`src/rtl/fifo_rr_drain_pkg.sv`:
```
// Shared types for the round-robin fifo drain scheduler.
package fifo_rr_drain_pkg;

   typedef enum logic {
      S_IDLE  = 1'b0,
      S_GRANT = 1'b1
   } state_e;

endpackage

```
`src/rtl/fifo_rr_drain_rr_pick.sv`:
```
// Combinational round-robin picker: first requester after 'last', wrapping.
module rr_pick #(
   parameter int CHANNELS  = 4,
   parameter int CHAN_BITS = 2
) (
   input  logic [CHANNELS-1:0]  req,
   input  logic [CHAN_BITS-1:0] last,
   output logic                 any,
   output logic [CHAN_BITS-1:0] idx
);

   // Walk the distance backwards so the nearest requester after 'last' is written last.
   always_comb begin
      any = |req;
      idx = '0;
      for (int k = CHANNELS; k >= 1; k--) begin
         if (req[(int'(last) + k) % CHANNELS])
            idx = CHAN_BITS'((int'(last) + k) % CHANNELS);
      end
   end

endmodule

```
`src/rtl/fifo_rr_drain.sv`:
```
// Round-robin read-side scheduler: drains up to BURST_MAX words per grant from
// CHANNELS fifos into one valid/ready sink, with a 1-cycle arbitration gap per switch.
module fifo_rr_drain
   import fifo_rr_drain_pkg::*;
#(
   parameter int CHANNELS   = 4,
   parameter int CHAN_BITS  = 2,
   parameter int DATA_BITS  = 32,
   parameter int BURST_MAX  = 4,
   parameter int BURST_BITS = 8
) (
   input  logic                          clk,
   input  logic                          rst,
   input  logic [CHANNELS-1:0]           ch_enable,
   input  logic [CHANNELS-1:0]           ch_empty,
   input  logic [CHANNELS-1:0]           ch_near_empty,
   input  logic [CHANNELS*DATA_BITS-1:0] ch_data,
   output logic [CHANNELS-1:0]           ch_en_r,
   output logic                          out_valid,
   input  logic                          out_ready,
   output logic [DATA_BITS-1:0]          out_data,
   output logic [CHAN_BITS-1:0]          out_chan,
   output logic                          out_last,
   output logic                          busy
);

   state_e                state_q;
   logic [CHAN_BITS-1:0]  sel_q;
   logic [CHAN_BITS-1:0]  rr_last_q;
   logic [BURST_BITS-1:0] burst_cnt_q;
   logic [BURST_BITS-1:0] burst_cnt_d;

   logic [CHANNELS-1:0]   req;
   logic                  pick_any;
   logic [CHAN_BITS-1:0]  pick_idx;
   logic                  grant;
   logic                  sel_en, sel_empty, sel_near;
   logic [DATA_BITS-1:0]  sel_data;
   logic                  cur_valid, burst_end, pop;

   assign req = ch_enable & ~ch_empty;

   rr_pick #(.CHANNELS(CHANNELS), .CHAN_BITS(CHAN_BITS)) u_pick (
      .req  (req),
      .last (rr_last_q),
      .any  (pick_any),
      .idx  (pick_idx)
   );

   always_comb begin
      sel_en    = 1'b0;
      sel_empty = 1'b1;
      sel_near  = 1'b0;
      sel_data  = '0;
      for (int i = 0; i < CHANNELS; i++) begin
         if (sel_q == CHAN_BITS'(i)) begin
            sel_en    = ch_enable[i];
            sel_empty = ch_empty[i];
            sel_near  = ch_near_empty[i];
            sel_data  = ch_data[i*DATA_BITS +: DATA_BITS];
         end
      end
   end

   assign grant     = (state_q == S_GRANT);
   assign cur_valid = grant & sel_en & ~sel_empty;
   assign burst_end = (BURST_MAX != 0) && (burst_cnt_q == BURST_BITS'(BURST_MAX - 1));
   assign pop       = cur_valid & out_ready;

   assign out_valid = cur_valid;
   assign out_data  = cur_valid ? sel_data : '0;
   assign out_chan  = grant ? sel_q : '0;
   assign out_last  = cur_valid & (sel_near | burst_end);
   assign busy      = grant;

   // The pop strobe is same-cycle so back-to-back words need no wait states.
   always_comb begin
      for (int i = 0; i < CHANNELS; i++)
         ch_en_r[i] = pop & (sel_q == CHAN_BITS'(i));
   end

   assign burst_cnt_d = burst_cnt_q + BURST_BITS'(pop);

   always_ff @(posedge clk or posedge rst) begin
      if (rst) begin
         state_q     <= S_IDLE;
         sel_q       <= '0;
         rr_last_q   <= CHAN_BITS'(CHANNELS - 1);
         burst_cnt_q <= '0;
      end else begin
         case (state_q)
            S_IDLE: begin
               if (pick_any) begin
                  state_q     <= S_GRANT;
                  sel_q       <= pick_idx;
                  rr_last_q   <= pick_idx;
                  burst_cnt_q <= '0;
               end
            end
            S_GRANT: begin
               burst_cnt_q <= burst_cnt_d;
               // A channel that empties or is disabled gives up its grant without a pop.
               if (!cur_valid || (pop && out_last))
                  state_q <= S_IDLE;
            end
            default: state_q <= S_IDLE;
         endcase
      end
   end

endmodule
```
`config.mk`:
```
export PLATFORM = sky130hd
export DESIGN_NAME = fifo_rr_drain
export DESIGN_NICKNAME = d
export VERILOG_FILES = /design/src/rtl/fifo_rr_drain_pkg.sv /design/src/rtl/fifo_rr_drain_rr_pick.sv /design/src/rtl/fifo_rr_drain.sv
export SDC_FILE = /design/constraint.sdc
export NUM_CORES = 1
export LEC_CHECK = 0
export CAP_MARGIN = 40
export CORE_MARGIN = 4
export CORE_UTILIZATION = 33
export DETAILED_ROUTE_END_ITERATION = 10
export MAX_ROUTING_LAYER = met4
export PLACE_DENSITY = 0.93
export SYNTH_ARGS = -nofsm -noshare
export SYNTH_HDL_FRONTEND = slang
export SYNTH_SLANG_ARGS = --single-unit
```
`constraint.sdc`:
```
create_clock -name clk -period 4.8 [get_ports clk]
set_clock_uncertainty 0.1 [all_clocks]
set_input_delay 1.2 -clock clk [delete_from_list [all_inputs] [get_ports clk]]
set_output_delay 1.2 -clock clk [all_outputs]
set_load 0.01 [all_outputs]
```
==> results of run 1 <==
tightest hold or removal path, stage by stage (launching register included):
cell	delay, ns
dfstp_2	0.38
nand2_1	0.06
nand2_1	0.05
sequential cells by signal, summed over array words and instances (netlist names):
register	cells
busy	1
rr_last_q	2
sel_q	2
burst_cnt_q	8
cell usage in the layout (no fill, tap or decap), drive strengths merged:
cell,synthesis,final
a211o,1,1
clkdlybuf4s50,0,183
dfrtp,11,11
clkbuf,5,3
nand4,3,3
inv,6,6
and2,1,1
o32ai,1,1
nand2,10,10
nor2,5,5
clkinv,0,1
a22o,3,3
o21a,1,1
nor2b,4,4
and4,1,1
a211oi,2,2
ha,2,2
or2,1,1
and3,32,32
dfstp,2,2
o41ai,1,1
nor4bb,1,1
o221ai,1,1
o211ai,3,3
nor4,3,3
buf,10,4
nor3,2,2
xor2,1,1
o31ai,2,2
nand2b,4,4
mux4,34,34
o21ai,6,6
nand3,3,3
a41oi,1,1
a21oi,2,2
path summary, 6_finish.rpt:
kind | start | end | slack, ns | depth (start not counted)
worst min-delay path | rr_last_q[1] | rr_last_q[1] | 0.40 | 2
worst min register to register | rr_last_q[1] | rr_last_q[1] | 0.40 | 2
worst max register to register | sel_q[0] | burst_cnt_q[6] | 2.20 | 8
min in group asynchronous | rst | burst_cnt_q[2] | 1.17 | 2
max in group asynchronous | rst | sel_q[0] | 3.08 | 2
worst max-delay path | ch_enable[1] | out_data[1] | 0.21 | 6
area by class of cell:
cell class,count,area share
repair buffers,187,0.4927
multi-input cells,131,0.3781
flip-flops and latches,13,0.08709
well taps,72,0.02384
clock buffers,3,0.01093
inverters,6,0.005960
clock inverters,1,0.001325
per-layer routing:
metal | part of all wire | routed length [um]
met5 | 0 | 0
met4 | 0.028 | 248
met3 | 0.068 | 600
met2 | 0.52 | 4652
met1 | 0.38 | 3374
kinds of logic after synthesis:
group / count (synthesis)
AND/OR/NAND/NOR: 70
adder cells (fa/ha/maj): 2
multiplexers: 34
XOR/XNOR: 1
buffers and inverters: 21
AO/OA/AOI/OAI: 24
flip-flops: 13
per-stage QoR:
| step | hold WS, ns | setup slack [ns] | cell area [um2] | total power (uW) |
|---|---|---|---|---|
| 3_5_place_dp | 0.3875 | 0.2349 | 3732 | 1183 |
| 4_1_cts | 0.3967 | 0.2266 | 3779 | 1287 |
| 3_3_place_gp | 0.3677 | 0.2780 | 3732 | 1161 |
| 2_1_floorplan | 0.3520 | 1.248 | 1887 | 836.0 |
| 6_report | 0.3978 | 0.2060 | 3779 | 1276 |
| 5_1_grt | 0.4210 | 0.1399 | 3779 | 1366 |
report_power, final:
part / internal, uW / switching, uW
Combinational: 574 / 376
Clock: 57.4 / 39.8
Sequential: 140 / 87.8
Total: 772 / 504
==> impl_metrics.csv, run 1 <==
group,metric,value,unit
synth,ys_seq_area_frac,0.1737,
setup_path,crit_chain,"clkdlybuf4s50_1, nor2b_4, mux4_2, buf_4, and3_1, clkdlybuf4s50_1",
setup_path,crit_type,"input pin to output port",
die,ios,184,
global_routing,grt_max_degree,41,
synth,netlist_top_cells_count,"mux4_2 (34), and3_1 (32), dfrtp_1 (11), nand2_1 (9), buf_6 (6)",
die,initial_core_util,0.3406,
placement,routabilityCongestion,1.006,
layout,layout.nets,487,
global_routing,first_global_vias,2436,
global_routing,grt_overflow_total,0,
sta,maxSlewHeadroom,0.5142,
cts,cts.sink_count,13,
placement,io_buffers,183,
cts,clockBufferDepth,2,
pwr,p_per_area,337.6,mW/mm2
sta,final.min_clock_period,4.594,ns
setup_path,required,3.50,ns
layout,finalNonFillerCells,413,
synth,ys.flop_type,"dfrtp_1",
synth,muxShareOfSynthArea,0.4058,
setup_path,cpMaxStageDelayCell,"clkdlybuf4s50_1",
global_routing,use_met1,0.2978,
cts,ctsHoldBuffers,0,
cts,numCtsBuffers,3,
setup_path,path_delay_family,"buffers and inverters",
placement,dp_cells,409,
synth,synth_cell_types,39,
synth,syn-instance-count,165,
sta,setup_viol,0,
synth,syn_area,0.001887,mm2
die,die_y,83.62,um
global_routing,grt_busiest_layer,"met2",
job,max_cap_viol_count,0,
routing,wirelength,8874,um
cts,clk_pin_slew,0.05,ns
synth,synthTopCellsByArea,"mux4_2 (41%), dfrtp_1 (15%), and3_1 (11%)",
setup_path,critPathBufInv,3,
placement,dp_hpwl,7382,um
synth,synth_compound_area_frac,0.1001,
synth,yosys.cell_count.top_type,"mux4_2",
sta,maxSlewViolCount,0,
routing,vias,2268,
cts,root_buffer,"clkbuf_8",
layout,area_growth,100.3,%
setup_path,arrival,3.29,ns
synth,syn_area_per_cell,11.44,um2
synth,yosys.area_share.simple,0.2334,
global_routing,grt_pass1_wl,13900,um
synth,synthAdderAreaFrac,0.01326,
synth,synth_top_family_by_area,"multiplexers",
sta,tns,0,ns
die,num_rows,27,
layout,ff_latch_area,329.1,um2
synth,yosys.area.top_type,"mux4_2",
setup_path,crit_top_cell,"clkdlybuf4s50_1",
routing,final_antenna_net_count,0,
synth,synth_edf_count,0,
layout,final_util,0.6820,
routing,vias_per_cell,5.492,
layout,multi_input_area,0.001429,mm2
synth,synth_xor_xnor_area_share,0.004642,
routing,wire_per_inst,21.49,um
cts,cts_resized,0,
synth,async_reset_ff_frac,1.000,
layout,num-fill-cells,426,
setup_path,crit_path_end_kind,"output port",
global_routing,met3_usage,0.05528,
layout,drive_gt1_frac,0.1584,
die,die_area,0.006991,mm2
sta,hold_viol,0,
global_routing,antenna_found_initial,0,
cts,cts_setup_buffers,0,
global_routing,use_met2,0.4418,
cts,clk_latency,0.24,ns
pwr,irDropWorstVdd,320.9,uV
cts,cts_tree,"built",
hold_path,min_path_type,"register to register",
pwr,p_leak,0.001514,uW
layout,diodes,0,
routing,drtIter0Drc,95,
run_status,status,"finished, final reports clean",
synth,yosysWarnings,0,
synth,synth_top_area_share,0.4058,
global_routing,grt_usage,0.2548,
synth,synth-seq-cells,13,
sta,post-route-period-util,0.9571,
die,core,0.005540,mm2
routing,drtPass1Iterations,4,
die,dieWidth,83.62,um
sta,max_freq,217.7,MHz
routing,drcViolationCount,0,
cts,htreeDepth,1,
synth,synth_nets,310,
setup_path,start_kind,"input pin",
setup_path,cp_slowest_stage_delay,0.55,ns
sta,worst_slew_pin_slew,0.7287,ns
sta,rsz0062_at_grt,"false",
setup_path,path_max_fanout,32,
Note: power is estimated with default switching activity, not from simulation.
==> run 2: changes to the inputs <==
--- a/config.mk
+++ b/config.mk
@@ -6,7 +6,6 @@
 export NUM_CORES = 1
 export LEC_CHECK = 0
 export CAP_MARGIN = 40
-export CORE_MARGIN = 4
 export CORE_UTILIZATION = 33
 export DETAILED_ROUTE_END_ITERATION = 10
 export MAX_ROUTING_LAYER = met4
==> run 2 against run 1 <==
Against the previous run: fmax barely moved; non-clock buffer count did not move; critical endpoint is now out_data[2]; combinational power fell by 0.6%; register-to-register slack got worse by 0.06 ns; critical path depth did not move; wire length fell by 7.9%; die area fell by 14%; worst setup slack improved by 0.0042 ns; global-route usage rose by 1.7 points.
==> impl_metrics.csv, run 2 (synthesis gave the netlist of run 1 again) <==
group,metric,value,unit
routing,wire_per_inst,19.78,um
layout,largest_reg_flops,8,
placement,io_buffers,183,
cts,numCtsBuffers,3,
routing,drcViolationCount,0,
cts,root_buffer,"clkbuf_8",
setup_path,cp-endpoint,"out_data[2]",
cts,htreeDepth,1,
routing,vias,2296,
sta,post-route-period-util,0.9562,
cts,cts.sink_count,13,
layout,diodes,0,
pwr,p_leak,0.001511,uW
layout,mostFrequentLayoutCells,"clkdlybuf4s50_1 (183), mux4_2 (34), and3_1 (32)",
cts,ctsHoldBuffers,0,
setup_path,crit_cells,6,
routing,wirelength,8171,um
layout,layout.nets,487,
die,initial_core_util,0.3426,
setup_path,crit_top_cell,"clkdlybuf4s50_1",
routing,drtIter0Drc,86,
sta,max_freq,217.9,MHz
cts,clk_pin_slew,0.05,ns
layout,top_regs,"burst_cnt_q: 8 flops, rr_last_q: 2 flops, sel_q: 2 flops",
setup_path,regToRegStartpoint,"sel_q[0]",
sta,tns,0,ns
global_routing,grt_usage,0.2714,
routing,vias_per_cell,5.559,
setup_path,crit_start,"ch_enable[0]",
sta,worst_slew_pin_slew,0.6836,ns
placement,dp_hpwl,6762,um
global_routing,first_global_vias,2288,
cts,clockBufferDepth,2,
setup_path,path_delay_family,"buffers and inverters",
sta,rsz0062_at_grt,"false",
sta,setup_viol,0,
run_status,status,"finished, final reports clean",
global_routing,grt_max_degree,40,
setup_path,arrival,3.29,ns
pwr,p_total,1271,uW
setup_path,critPathBufInv,3,
sta,hold_viol,0,
setup_path,worstReg2RegEnd,"burst_cnt_q[6]",
layout,area_growth,100.2,%
setup_path,ff2ff_setup_slack,2.14,ns
die,dieWidth,77.62,um
setup_path,crit_type,"input pin to output port",
sta,holdWs,0.3830,ns
sta,final.min_clock_period,4.590,ns
pwr,p_per_area,336.4,mW/mm2
die,die_y,77.62,um
die,core,0.005507,mm2
sta,maxSlewHeadroom,0.5443,
layout,final_common_cell,"clkdlybuf4s50_1",
hold_path,min_path_type,"register to register",
die,die_area,0.006024,mm2
setup_path,cp_slowest_stage_delay,0.56,ns
setup_path,start_kind,"input pin",
global_routing,antenna_found_initial,0,
setup_path,crit_path_end_kind,"output port",
cts,clk_latency,0.24,ns
cts,cts_setup_buffers,0,
layout,final_util,0.6860,
setup_path,path_max_fanout,32,
layout,drive_gt1_frac,0.1554,
hold_path,worst_hold_path.num_cells,2,
routing,final_antenna_net_count,0,
setup_path,required,3.50,ns
layout,largest_register,"burst_cnt_q",
placement,routabilityCongestion,0.9203,
setup_path,cpMaxStageDelayCell,"clkdlybuf4s50_1",
die,ios,184,
sta,maxSlewViolCount,0,
setup_path,worstRegToRegCells,8,
global_routing,grt_pass1_wl,12320,um
setup_path,crit_chain,"clkdlybuf4s50_1, nor2b_4, mux4_2, buf_4, and3_1, clkdlybuf4s50_1",
job,max_cap_viol_count,0,
global_routing,grt_overflow_total,0,
cts,cts_resized,0,
pwr,irDropWorstVdd,386.9,uV
routing,drtPass1Iterations,5,
die,num_rows,27,
cts,cts_tree,"built",
==> run 2: cell count changes in the layout (fill, tap and decap cells not counted) <==
cell	previous run	this run
clkbuf_1	0	1
clkinv_2	1	0
==> run 2: worst min-delay path, delay by kind of cell, from the launching register on <==
| family | cells | cell delay [ns] |
|---|---|---|
| flops | 1 | 0.38 |
| simple gates | 2 | 0.10 |
==> run 2: how the worst min path moves through the flow <==
stage	endpoint	start	slack, ns
floorplan	burst_cnt_q[7]	burst_cnt_q[7]	0.35
global placement	sel_q[1]	sel_q[1]	0.36
detailed placement	sel_q[1]	sel_q[1]	0.37
CTS	rr_last_q[1]	rr_last_q[1]	0.38
global route	rr_last_q[1]	rr_last_q[1]	0.42
finish	rr_last_q[1]	rr_last_q[1]	0.38
==> run 2: metal layers <==
metal | track usage | vias to the layer above | share of wire
li1 | - | 1029 | -
met1 | 0.3065 | 1124 | 0.37
met2 | 0.4664 | 110 | 0.52
met3 | 0.05412 | 33 | 0.071
met4 | 0.1151 | 0 | 0.036
met5 | - | - | 0
==> run 2: where the power goes <==
part / internal (uW) / total (uW) / switching [uW]
logic: 574 / 945 / 371
clock network: 58.5 / 95.3 / 36.8
registers: 140 / 230 / 90.2
total: 773 / 1270 / 498
==> run 2: layout make-up <==
| class | instances | area (um2) |
|---|---|---|
| Clock buffer | 4 | 45.04 |
| Fill cell | 408 | 1729 |
| Inverter | 6 | 22.52 |
| Multi-Input combinational cell | 131 | 1429 |
| Sequential cell | 13 | 329.1 |
| Tap cell | 72 | 90.09 |
| Timing Repair Buffer | 187 | 1862 |
==> run 2: stage by stage <==
| stage | instances | area (um2) | worst slack, ns |
|---|---|---|---|
| 6_report | 413 | 3777 | 0.2102 |
| 5_1_grt | 413 | 3777 | 0.1206 |
| 4_1_cts | 413 | 3777 | 0.2287 |
| 3_5_place_dp | 409 | 3732 | 0.2328 |
| 3_3_place_gp | 409 | 3732 | 0.2506 |
| 2_1_floorplan | 165 | 1887 | 1.248 |
